[src/rtl/electronic_clk_gen_phased.sv]
// electronic_clk_gen_phased: phased multi-channel excitation clock
// generator dividing clk_ref, with parallel and round-robin scan modes.
// Ports: clk_ref, rst (async, active-high); en run enable; mode 0=par,
// 1=scan; ch_mask channel enables; cfg_valid/cfg_ready/cfg_div/cfg_phase
// config handshake; clk_out channel clocks; active_ch scanned channel;
// period_tick marks the last output cycle of each period.
module electronic_clk_gen_phased #(
  parameter int N_CH = 2,
  parameter int DIV_W = 16,
  parameter int DEFAULT_DIV = 1000,
  parameter int SCAN_PERIODS = 4,
  localparam int AW = (N_CH > 1) ? $clog2(N_CH) : 1,
  localparam int SW = (SCAN_PERIODS > 1) ? $clog2(SCAN_PERIODS) : 1
) (
  input  logic              clk_ref,
  input  logic              rst,
  input  logic              en,
  input  logic              mode,
  input  logic [N_CH-1:0]   ch_mask,
  input  logic              cfg_valid,
  output logic              cfg_ready,
  input  logic [DIV_W-1:0]  cfg_div,
  input  logic [DIV_W-1:0]  cfg_phase,
  output logic [N_CH-1:0]   clk_out,
  output logic [AW-1:0]     active_ch,
  output logic              period_tick
);

  typedef enum logic {RUN, LOAD} state_t;

  state_t state, state_nxt;

  logic [DIV_W-1:0] h;
  logic [DIV_W-1:0] s;
  logic [DIV_W:0]   per;
  logic [DIV_W:0]   cnt;
  logic [DIV_W:0]   off [N_CH];
  logic             en_q;
  logic             mode_q;
  logic [SW-1:0]    scan_cnt;
  logic [AW-1:0]    load_idx;

  logic             pend;
  logic [DIV_W-1:0] pend_div;
  logic [DIV_W-1:0] pend_phase;

  logic             run;
  logic             last;
  logic             wrap;
  logic             xfer;
  logic             apply;
  logic             load_last;
  logic [DIV_W-1:0] new_h;
  logic [DIV_W-1:0] new_s;
  logic [DIV_W:0]   load_val;
  logic [N_CH-1:0]  clk_nxt;

  // Smallest set bit above cur, else lowest set bit, else cur.
  function automatic logic [AW-1:0] next_ch(
    input logic [AW-1:0]   cur,
    input logic [N_CH-1:0] m
  );
    logic [AW-1:0] hi;
    logic [AW-1:0] lo;
    logic          fhi;
    logic          flo;
    hi  = cur;
    lo  = cur;
    fhi = 1'b0;
    flo = 1'b0;
    for (int j = N_CH - 1; j >= 0; j--) begin
      if (m[j]) begin
        if (AW'(j) > cur) begin
          hi  = AW'(j);
          fhi = 1'b1;
        end
        lo  = AW'(j);
        flo = 1'b1;
      end
    end
    if (fhi)
      return hi;
    else if (flo)
      return lo;
    return cur;
  endfunction

  assign per = {h, 1'b0};
  // en must have been seen for one edge before counting starts, so
  // cnt = 0 is the first counted cycle; deassertion is immediate.
  assign run = en & en_q & (state == RUN);
  assign last = (cnt == per - 1'b1);
  assign wrap = run & last;
  assign cfg_ready = ~pend & (state == RUN);
  assign xfer = cfg_valid & cfg_ready;
  assign apply = pend & (state == RUN) & (~en | wrap);
  assign load_last = (load_idx == AW'(N_CH - 1));

  assign new_h = (pend_div == '0) ? DIV_W'(1) : pend_div;
  assign new_s =
    ({1'b0, pend_phase} >= {new_h, 1'b0}) ? '0 : pend_phase;

  always_comb begin
    logic [DIV_W:0]   prev;
    logic [DIV_W+1:0] sum;
    prev = '0;
    if (load_idx != '0)
      prev = off[load_idx - 1'b1];
    sum = {1'b0, prev} + (DIV_W+2)'(s);
    load_val = sum[DIV_W:0];
    if (load_idx == '0)
      load_val = '0;
    else if (sum >= {1'b0, per})
      load_val = (DIV_W+1)'(sum - {1'b0, per});
  end

  always_comb begin
    logic [DIV_W:0] d;
    logic           gate;
    clk_nxt = '0;
    d = '0;
    gate = 1'b0;
    for (int k = 0; k < N_CH; k++) begin
      // (cnt - off) mod P without leaving DIV_W+1 bits.
      if (cnt >= off[k])
        d = cnt - off[k];
      else
        d = per - (off[k] - cnt);
      gate = run & ch_mask[k] & (~mode | (active_ch == AW'(k)));
      clk_nxt[k] = gate & (d < {1'b0, h});
    end
  end

  always_comb begin
    state_nxt = state;
    unique case (state)
      RUN:  if (apply) state_nxt = LOAD;
      LOAD: if (load_last) state_nxt = RUN;
      default: state_nxt = RUN;
    endcase
  end

  always_ff @(posedge clk_ref or posedge rst) begin
    if (rst)
      state <= RUN;
    else
      state <= state_nxt;
  end

  always_ff @(posedge clk_ref or posedge rst) begin
    if (rst) begin
      h <= DIV_W'(DEFAULT_DIV);
      s <= '0;
      cnt <= '0;
      for (int k = 0; k < N_CH; k++)
        off[k] <= '0;
      en_q <= 1'b0;
      mode_q <= 1'b0;
      scan_cnt <= '0;
      load_idx <= '0;
      pend <= 1'b0;
      pend_div <= '0;
      pend_phase <= '0;
      active_ch <= '0;
      clk_out <= '0;
      period_tick <= 1'b0;
    end else begin
      en_q <= en;
      mode_q <= mode;
      clk_out <= clk_nxt;
      period_tick <= wrap;
      cnt <= (run & ~last) ? cnt + 1'b1 : '0;

      if (xfer) begin
        pend <= 1'b1;
        pend_div <= cfg_div;
        pend_phase <= cfg_phase;
      end else if (apply) begin
        pend <= 1'b0;
      end

      if (apply) begin
        h <= new_h;
        s <= new_s;
        load_idx <= '0;
      end else if (state == LOAD) begin
        off[load_idx] <= load_val;
        load_idx <= load_idx + 1'b1;
      end

      if (mode != mode_q) begin
        scan_cnt <= '0;
      end else if (wrap & mode & (|ch_mask)) begin
        // A deselected current channel is left at the next tick.
        if (!ch_mask[active_ch] ||
            scan_cnt == SW'(SCAN_PERIODS - 1)) begin
          active_ch <= next_ch(active_ch, ch_mask);
          scan_cnt <= '0;
        end else begin
          scan_cnt <= scan_cnt + 1'b1;
        end
      end
    end
  end

endmodule

[config.mk]
export PLATFORM = sky130hd
export DESIGN_NAME = electronic_clk_gen_phased
export DESIGN_NICKNAME = d
export VERILOG_FILES = /design/src/rtl/electronic_clk_gen_phased.sv
export SDC_FILE = /design/constraint.sdc
export NUM_CORES = 1
export LEC_CHECK = 0
export BUFFER_PORTS_ARGS = -buffer_cell sky130_fd_sc_hd__buf_2
export CAP_MARGIN = 20
export CORE_MARGIN = 5
export CORE_UTILIZATION = 62
export CTS_BUF_LIST = sky130_fd_sc_hd__clkbuf_8 sky130_fd_sc_hd__clkbuf_16
export DETAILED_ROUTE_END_ITERATION = 10
export HOLD_SLACK_MARGIN = 0.06
export PLACE_DENSITY = 0.8
export SLEW_MARGIN = 20
export SYNTH_ARGS = -nofsm -noshare
export SYNTH_HDL_FRONTEND = slang
export SYNTH_SLANG_ARGS = --single-unit
[constraint.sdc]
create_clock -name clk_ref -period 8.6 [get_ports clk_ref]
set_clock_uncertainty 0.15 [all_clocks]
set_input_delay 2.58 -clock clk_ref [delete_from_list [all_inputs] [get_ports clk_ref]]
set_output_delay 2.58 -clock clk_ref [all_outputs]
set_load 0.005 [all_outputs]
=== Word level (Yosys, flattened, before mapping) ===
Cells that the tools add are included.
Widths: inputs -> output; s select.

* Output and inout bits: 5
* Logic and storage cells: 135
* Input port bits: 39
* Bits in registers: 126

* Bitwise gates (word level): 29
* Mux-type cells: 51
* Reduce and logical (&&, ||, !) cells: 10
* Magnitude comparators: 12
* Add/subtract/negate cells: 13
* Eq/ne operators: 4

{| class="wikitable"
|+ Operators by type and width
! operator !! number
|-
| $mux 17 || 10
|-
| $sub 17x17->17 || 7
|-
| $bwmux 34 || 1
|-
| $ge 17x17->1 || 2
|-
| $lt 17x16->1 || 2
|-
| $mux 1 || 33
|-
| $mux 16 || 2
|-
| $add 17x16->18 || 1
|-
| $ge 18x17->1 || 1
|-
| $add 17x1->17 const B || 1
|-
| $demux 17 s1 || 1
|-
| $eq 17x17->1 || 1
|-
| $ge 16x17->1 || 1
|-
| $sub 17x1->17 const B || 1
|-
| $and 1x1->1 || 16
|-
| $logic_not 16->1 || 1
|-
| $not 1->1 || 8
|-
| $mux 2 || 3
|-
| $reduce_bool 2->1 || 3
|-
| $reduce_and 5->1 || 1
|-
| $ge 2x2->1 const B || 2
|-
| $ne 4x4->1 const B || 1
|-
| $not 1->2 || 2
|-
| $or 1x1->1 || 3
|-
| 14 further kinds || 15
|}

=== Logic depth before layout (Yosys ltp) ===
Gate-level depths: netlist (run 1).

* Depth after elaboration: 13
* Gate-level depth with buffers: 21

=== Least setup slack after synthesis (run 1) ===
No wires, ideal clock.

* Path type: register to register
* Start point: register cnt[1]
* End point: register clk_out[1]
* Arrival: 4240 ps
* Stages on the path, launching flop included: 19
* Slack: 4132 ps
* Required time: 8373 ps
* Cells stage by stage: dfrtp_1 -> ha_1 -> nor2b_1 -> o2111ai_1 -> nand3_1 -> a221oi_1 -> a31oi_1 -> a2111oi_0 -> buf_2 -> mux2_2 -> ha_1 -> a21boi_0 -> o21ai_0 -> a21oi_1 -> a2111oi_0 -> nor2_1 -> o21ai_0 -> nand3_1 -> a21oi_1

* Longest elaborated chain between the ends: 5
* Elaborated cells between the ends (all ways): 7

{| class="wikitable"
|+ RTL lines
! what !! line !! text
|-
| start: declaration || 36 || <nowiki>logic [DIV_W:0] cnt;</nowiki>
|-
| start signal: assignment || 172 || <nowiki>cnt <= (run & ~last) ? cnt + 1'b1 : '0;</nowiki>
|-
| $sub 17x17->17 (2 in series) || 128 || <nowiki>d = per - (off[k] - cnt);</nowiki>
|-
| $mux 17 (*) || 125 || <nowiki>if (cnt >= off[k])</nowiki>
|-
| $lt 17x16->1 (*) || 130 || <nowiki>clk_nxt[k] = gate & (d < {1'b0, h});</nowiki>
|-
| $and 1x1->1 (*) || 130 ||
|-
| net clk_nxt[1] || 56 || <nowiki>logic [N_CH-1:0] clk_nxt;</nowiki>
|-
| end signal: assignment || 170 || <nowiki>clk_out <= clk_nxt;</nowiki>
|-
| end: declaration || 24 || <nowiki>output logic [N_CH-1:0] clk_out,</nowiki>
|}

The timed path passes the listed nets; every way through them passes the cells marked *.
A chain may end at the register's enable or synchronous reset.

=== Worst setup path in the final report (run 1) ===
* Start point: register cnt[3]
* End point: register clk_out[0]

The elaborated chain is that of the path after synthesis.

==> results of run 1 <==
==> through the flow <==
stage                     setup WS (ps)  power [µW]  instance area [µm²]  utilization  instances
after floorplan                    2520        4070                12400            -       1434
after global placement             3320        4880                12900        0.659       1721
after detailed placement           3220        5010                12900        0.659       1721
after CTS                          3200        5730                13500        0.687       1752
after global routing               2910        6330                13500        0.687       1752
final                              3150        5780                13500        0.687       1752
==> cell usage in the layout (no fill, tap or decap), types with 9 or more instances in the layout <==
master     count
nor3_1        36
xnor2_1       76
nand2b_1       9
mux2_2        24
nor4_1         9
or3_1          9
mux2i_1       62
inv_1        178
and2_1        18
ha_1         144
clkbuf_16     17
nand3_1       34
fa_1          36
nand4_1       20
nor2_1       106
dfrtp_1      120
a21oi_1       64
buf_2         43
a21o_1        37
xor2_1        36
o21a_1        16
nor2b_1       15
and3_1        14
a31oi_1       10
o21ai_0       87
nand2_1      110
==> metal layers <==
layer  up-vias  share of wire  wire length [µm]
li1       5125              -                 -
met1      5139           0.42             13600
met2       412           0.48             15500
met3        81          0.071              2310
met4         0          0.036              1160
met5         -              0                 0
==> final timing paths <==
kind | start | endpoint | cells after the start
hold reg to reg | cnt[0] | cnt[0] | 1
max in group asynchronous | rst | off[33] | 3
setup reg to reg | cnt[3] | clk_out[0] | 19
hold / removal | cnt[0] | cnt[0] | 1
setup / recovery | cnt[3] | clk_out[0] | 19
min in group asynchronous | rst | pend_phase[0] | 2
==> state kept, by name, indices dropped and copies added (netlist names) <==
| name | count |
|---|---|
| active_ch | 1 |
| clk_out | 2 |
| cnt | 17 |
| en_q | 1 |
| h | 16 |
| load_idx | 1 |
| mode_q | 1 |
| off | 34 |
| pend | 1 |
| pend_div | 16 |
| pend_phase | 16 |
| period_tick | 1 |
| s | 16 |
| scan_cnt | 2 |
| state | 1 |
==> cell families (layout without fill, tap and decap cells) <==
group,Yosys count,in the layout,synth area share
and+or+nand+nor,417,417,0.166
muxes,88,88,0.0734
adders and majority gates,180,180,0.203
buffers and inverters,207,260,0.0649
DFF,126,126,0.254
xor gates and xnor gates,112,112,0.0788
AOI/OAI and AO/OA,304,304,0.161
==> where the power goes <==
group | total, µW | switching (µW) | internal [µW]
Clock | 684 | 286 | 398
Sequential | 1020 | 217 | 807
Combinational | 4070 | 2340 | 1730
Total | 5780 | 2840 | 2940
==> cell type report <==
cell class	count	area [µm²]	share of cell area
clock buffer	18	439	0.0326
clock inverter	13	101	0.00753
inverter	179	674	0.0501
multi-input combinational	1101	8480	0.630
sequential	126	3160	0.235
tap	265	332	0.0246
timing repair buffer	50	268	0.0199
==> critical path, stage by stage (launching register included) <==
cell and delay (ps):
dfrtp_1 530, ha_1 430, a21oi_1 200, nor4b_1 490, a211o_1 250, a211oi_1 120, o31ai_1 250, nand2b_1 120
a21o_1 190, buf_4 210, mux2_2 300, ha_1 290, a21o_1 150, a31oi_1 190, o21ai_0 140, a21o_1 200
a2111oi_0 610, o21a_1 240, o211ai_1 120, a31oi_1 160
==> results_dict.tcl, run 1 <==
set metrics [dict create \
    synth_area_um2 12400 \
    rows 51 \
    grt_use_total 0.293 \
    drtPass1Iterations 6 \
    yosys.area.top_type "dfrtp_1" \
    htreeDepth 4 \
    grt_antenna_before_repair 0 \
    grtUsageMet1 0.389 \
    fp.dieW_um 152 \
    ir_drop_mv 0.237 \
    grt_pass1_wl_mm 53.1 \
    r2r_slack_ps 3150 \
    cts_made_buffers 17 \
    yosysWarningCount 0 \
    end_kind "flop" \
    synth-edff-count 0 \
    dp_hpwl_mm 25.7 \
    yosysMostFrequentCell "inv_1" \
    start_kind "flop" \
    syn-num-nets 1653 \
    ios 44 \
    synth_area_leaders "dfrtp_1 24%, ha_1 14%, fa_1 5.8%, xnor2_1 5.3%, inv_1 5.3%" \
    post_drt_wl_per_cell_um 18.6 \
    cts_resized 0 \
    synth_cell_types 73 \
    synth_seq_area_share 0.254 \
    synth-async-reset-ratio 1.00 \
    period_share 0.633 \
    ys.flop_type "dfrtp_1" \
    syn2layout_area_growth_pct 8.14 \
    die-area_um2 23000 \
    diodes 0 \
    tns_ps 0 \
    avgSynthCellArea_um2 8.68 \
    grt_busiest_layer "met2" \
    gp_congestion 0.974 \
    clk_latency_ps 440 \
    grtUsageMet3 0.0455 \
    critPathKind "flop to flop" \
    period_needed_ps 5450 \
    drv_slew 0 \
    drt-total-wl_mm 32.6 \
    fmax_mhz 184 \
    holdWs_ps 363 \
    cts-root-buf "clkbuf_16" \
    start_util 0.635 \
    worst_pin_slew_ps 1020 \
    core_area_um2 19600 \
    path_clk_slew_ps 60 \
    port_buffers 43 \
    p_per_area_nw_per_um2 429 \
    grt_pass1_vias 10705 \
    grt_max_degree 74 \
    netlist_top_cells_count "177 x inv_1, 144 x ha_1, 120 x dfrtp_1" \
    grtUsageMet2 0.488 \
    syn_inst 1434 \
    post-cts-setup-buffers 0 \
    nets 1694 \
    drv_cap 0 \
    cts.sinks 126 \
    drive_above_1_share 0.0868 \
    holdBufCountCts 0 \
    clockBufferDepth 2 \
    drt_iter0_drc 765 \
    critical_path.max_fanout 15 \
    ys_ff_latch 126 \
    ant_nets 0 \
    gr-total-overflow 0 \
    cp_data_required_time_ps 8810 \
    worst-endpoint-arrival_ps 5650 \
    hold_viol 0 \
    via_count 10757 \
    min_path_type "flop to flop" \
    fillers 1588 \
    finalSetupViolCount 0 \
    drc 0 \
    p_leak_uw 0.00654 \
    via_per_inst 6.14 \
    cts_tree "done" \
    rsz0062_at_grt "no" \
    synth_top_area_frac 0.241 \
    status "finished, final reports clean" \
    die_h_um 152 \
    slew_headroom 0.318 \
]
No activity file was read; power rests on OpenSTA's default activity.
==> run 2: changes to the inputs <==
CORE_UTILIZATION = 58   (was 62)
PLACE_DENSITY = 0.78   (was 0.8)
clock period = 5 ns   (was 8.6 ns; I/O delays follow)
==> results_dict.tcl, run 2 (synthesized netlist as in run 1, its figures left out) <==
set metrics [dict create \
    cts-root-buf "clkbuf_16" \
    multi_input_area_um2 8540 \
    placed_cells_incl_taps 1763 \
    holdWs_ps 347 \
    largest_registers "off (34), cnt (17)" \
    via_count 10878 \
    clk_latency_ps 440 \
    ant_nets 0 \
    startpoint "off[18]" \
    port_buffers 43 \
    post_drt_wl_per_cell_um 18.9 \
    via_per_inst 6.06 \
    cts_made_buffers 17 \
    end_kind "flop" \
    largest_reg_flops 34 \
    drv_slew 0 \
    slowest_delay_ps 460 \
    status "finished, final reports clean" \
    clockBufferDepth 2 \
    period_share 0.968 \
    syn2layout_area_growth_pct 11.6 \
    diodes 0 \
    mostFrequentLayoutCells "176 x inv_1, 144 x ha_1, 119 x dfrtp_1" \
    dp_hpwl_mm 27.0 \
    p_per_area_nw_per_um2 739 \
    path_cells "inv_1 -> ha_1 -> nor2b_1 -> o21bai_1 -> a211o_1 -> a211oi_2 -> o31ai_1 -> nand2b_1 -> a21o_1 -> mux2_2 -> ha_1 -> a21o_1 -> a31oi_1 -> o21ai_0 -> a21o_1 -> a2111oi_2 -> o21a_1 -> o211ai_1 -> a31oi_1" \
    drv_cap 0 \
    worst_pin_slew_ps 949 \
    drt_iter0_drc 1119 \
    rr_startpoint "off[18]" \
    drc 0 \
    holdBufCountCts 0 \
    grt_max_degree 61 \
    gr-total-overflow 0 \
    die-area_um2 24500 \
    rows 53 \
    fillers 1710 \
    fp.dieW_um 156 \
    grt_pass1_wl_mm 54.5 \
    layout_setup_ws_ps 158 \
    core_area_um2 21100 \
    hold_viol 0 \
    cts.sinks 126 \
    path_common_cell "a21o_1" \
    finalSetupViolCount 0 \
    cp_data_required_time_ps 5210 \
    tns_ps 0 \
    fmax_mhz 207 \
    final_common_cell "inv_1" \
    start_util 0.590 \
    path_clk_slew_ps 60 \
    die_h_um 156 \
    seqCellArea_um2 3160 \
    critical_path.max_fanout 4 \
    ios 44 \
    path_delay_family "compound AO/OA/AOI/OAI gates" \
    start_kind "flop" \
    grt_antenna_before_repair 0 \
    critPathKind "flop to flop" \
    pre_cts_slack_ps -53.1 \
    htreeDepth 4 \
    drt-total-wl_mm 33.9 \
    grt_use_total 0.281 \
    cts_tree "done" \
    slew_headroom 0.366 \
    gp_congestion 0.964 \
    hold_start "cnt[0]" \
    min_path_type "flop to flop" \
    instances_no_fill 1795 \
    fin_util 0.659 \
    p_leak_uw 0.00676 \
    regMostFlops "off" \
    worst-endpoint-arrival_ps 5060 \
    ir_drop_mv 0.377 \
    grt_pass1_vias 10781 \
    drtPass1Iterations 8 \
    nets 1726 \
    crit_buf_inv 1 \
    period_needed_ps 4840 \
    rsz0062_at_grt "no" \
    cpMaxStageDelayCell "dfrtp_1" \
    drive_above_1_share 0.113 \
]
[run 2: cell type report]
class                           instances  area share
Clock buffer                           20      0.0336
Clock inverter                         12      0.0132
Inverter                              179      0.0486
Multi-Input combinational cell       1101       0.615
Sequential cell                       126       0.228
Tap cell                              275      0.0248
Timing Repair Buffer                   82      0.0375
[run 2: timing repair]
| action | in CTS | in global routing |
|---|---|---|
| setup buffers | 0 | 0 |
| setup endpoints to repair | 2 | 4 |
| pin swaps | 0 | 1 |
| gates resized for setup | 3 | 8 |
| endpoints found under the hold margin | 0 | 0 |
[run 2: metal layers]
| metal | GRT usage | share of wire | vias to the layer above | routed length (µm) |
|---|---|---|---|---|
| met1 | 0.367 | 0.42 | 5180 | 14400 |
| met4 | 0.123 | 0.043 | 0 | 1450 |
| met3 | 0.0451 | 0.064 | 88 | 2160 |
| met2 | 0.464 | 0.47 | 425 | 15900 |
| met5 | 0 | 0 | - | 0 |
| li1 | - | - | 5185 | - |
[run 2: path summary, 6_finish.rpt]
check / to / slack (ps) / cells past startpoint
max in group asynchronous: cnt[1] / 2790 / 3
min in group asynchronous: pend_phase[3] / 1040 / 2
worst min-delay path: cnt[0] / 350 / 1
worst max register to register: clk_out[0] / 160 / 19
worst max-delay path: clk_out[0] / 160 / 19
worst min register to register: cnt[0] / 350 / 1
[run 2: where the power goes]
group	leakage [µW]	internal, µW	switching, µW
combinational	0.00485	3120	4000
clock	0.000309	878	504
sequential	0.00159	1390	377
total	0.00676	5380	4880
[run 2: per-stage QoR]
stage	total power [µW]	cell area [µm²]
6_report	10300	13900
5_1_grt	11200	13900
4_1_cts	10200	13800
3_5_place_dp	8710	13200
3_3_place_gp	8490	13200
2_1_floorplan	6990	12400
==> run 3: changes to the inputs <==
CORE_ASPECT_RATIO = 0.5   (was not set)
CTS_CLUSTER_DIAMETER = 100   (was not set)
PLACE_DENSITY = 0.76   (was 0.78)
==> results_dict.tcl, run 3 (synthesized netlist as in run 1, its figures left out) <==
set metrics [dict create \
    status "finished, final reports clean" \
    post_drt_wl_per_cell_um 20.3 \
    post-cts-setup-buffers 0 \
    wl_met3_mm 4.03 \
    grt_pass1_vias 10323 \
    critical_path.max_fanout 5 \
    diodes 0 \
    cp_data_required_time_ps 5200 \
    rsz0062_at_grt "no" \
    instances_no_fill 1790 \
    cts_tree "done" \
    dp_hpwl_mm 29.3 \
    nets 1723 \
    gp_congestion 1.01 \
    core_area_um2 20800 \
    period_needed_ps 4820 \
    largest_registers "off (34), cnt (17)" \
    p_per_area_nw_per_um2 748 \
    ir_drop_mv 0.377 \
    fillers 1698 \
    drv_slew 0 \
    drive_above_1_share 0.118 \
    grt_max_degree 67 \
    finalSetupViolCount 0 \
    path_cells "inv_1 -> ha_4 -> nand2_1 -> o21bai_1 -> a211o_1 -> a211oi_2 -> o31ai_1 -> nand2b_1 -> a21o_2 -> mux2_2 -> ha_1 -> a21o_1 -> a31oi_1 -> o21ai_0 -> a21o_1 -> a2111oi_4 -> o21a_1 -> o211ai_1 -> a31oi_1" \
    grt_antenna_before_repair 1 \
    die_h_um 114 \
    placed_cells_incl_taps 1758 \
    fmax_mhz 207 \
    slew_headroom 0.386 \
    drtPass1Iterations 7 \
    fp.dieW_um 217 \
    holdWs_ps 364 \
    holdBufCountCts 0 \
    wl_met1_mm 17.0 \
    via_count 10942 \
    cts.sinks 126 \
    clockBufferDepth 2 \
    mostFrequentLayoutCells "176 x inv_1, 143 x ha_1, 111 x dfrtp_1" \
    drt-total-wl_mm 36.3 \
    drt_iter0_drc 1188 \
    cpMaxStageDelayCell "dfrtp_1" \
    tns_ps 0 \
    period_share 0.965 \
    largest_reg_flops 34 \
    start_kind "flop" \
    hold_viol 0 \
    grt_pass1_wl_mm 56.3 \
    grt_use_total 0.292 \
    syn2layout_area_growth_pct 11.4 \
    via_per_inst 6.11 \
    drv_cap 0 \
    gr-total-overflow 0 \
    worst_pin_slew_ps 918 \
    path_clk_slew_ps 70 \
    min_path_type "flop to flop" \
    p_leak_uw 0.00671 \
    cts_made_buffers 17 \
    critPathKind "flop to flop" \
    ant_nets 0 \
    top_layer_used "met4" \
    htreeDepth 4 \
    crit_buf_inv 1 \
    worst-endpoint-arrival_ps 5030 \
    port_buffers 43 \
    start_util 0.597 \
    final_common_cell "inv_1" \
    slowest_delay_ps 510 \
    rows 37 \
    regMostFlops "off" \
    die-area_um2 24700 \
    cts-root-buf "clkbuf_16" \
    clk_latency_ps 440 \
    wl_met2_mm 14.7 \
    path_delay_family "compound AO/OA/AOI/OAI gates" \
    pre_cts_slack_ps -288 \
    end_kind "flop" \
    layout_setup_ws_ps 177 \
    ios 44 \
    drc 0 \
]
run 3: cell count changes in the layout (fill, tap and decap cells not counted), moves of 2 or more:
cell,change
dfrtp_2,+8
buf_4,-4
inv_8,+2
clkbuf_8,-2
dfrtp_1,-8
bufinv_16,-2
run 3: where the power goes:
part	switching [µW]	internal [µW]	leakage (µW)
Combinational	4160	3130	0.00485
Clock	533	758	0.000287
Sequential	406	1390	0.00158
run 3: repair_timing:
item	CTS	global route
setup endpoints to repair	1	2
pin swaps	0	1
gates resized for setup	3	18
run 3: final timing paths:
kind | start | to | slack [ps] | cells after the start
setup / recovery | off[20] | clk_out[0] | 180 | 19
min in group asynchronous | rst | pend_phase[0] | 1090 | 2
setup reg to reg | off[20] | clk_out[0] | 180 | 19
hold reg to reg | pend_div[0] | pend_div[0] | 360 | 1
max in group asynchronous | rst | h[6] | 2740 | 3
hold / removal | pend_div[0] | pend_div[0] | 360 | 1
run 3: per-layer routing:
layer	GRT usage	vias to the layer above
met2	0.425	483
met1	0.446	5247
met3	0.0652	39
met5	0	-
li1	-	5173
met4	0.0614	0
run 3: final cells by class:
cell class	instances	area (µm²)	share of cell area
Clock buffer	18	439	0.0317
Timing Repair Buffer	79	510	0.0368
Tap cell	273	342	0.0246
Sequential cell	126	3170	0.229
Inverter	179	674	0.0487
Multi-Input combinational cell	1101	8560	0.618
Clock inverter	14	159	0.0115
run 3: stage by stage:
stage	util	area (µm²)	total power, µW
2_1_floorplan	-	12400	6990
3_3_place_gp	0.632	13200	8570
3_5_place_dp	0.632	13200	8820
4_1_cts	0.661	13800	10200
5_1_grt	0.665	13900	11300
6_report	0.665	13900	10400
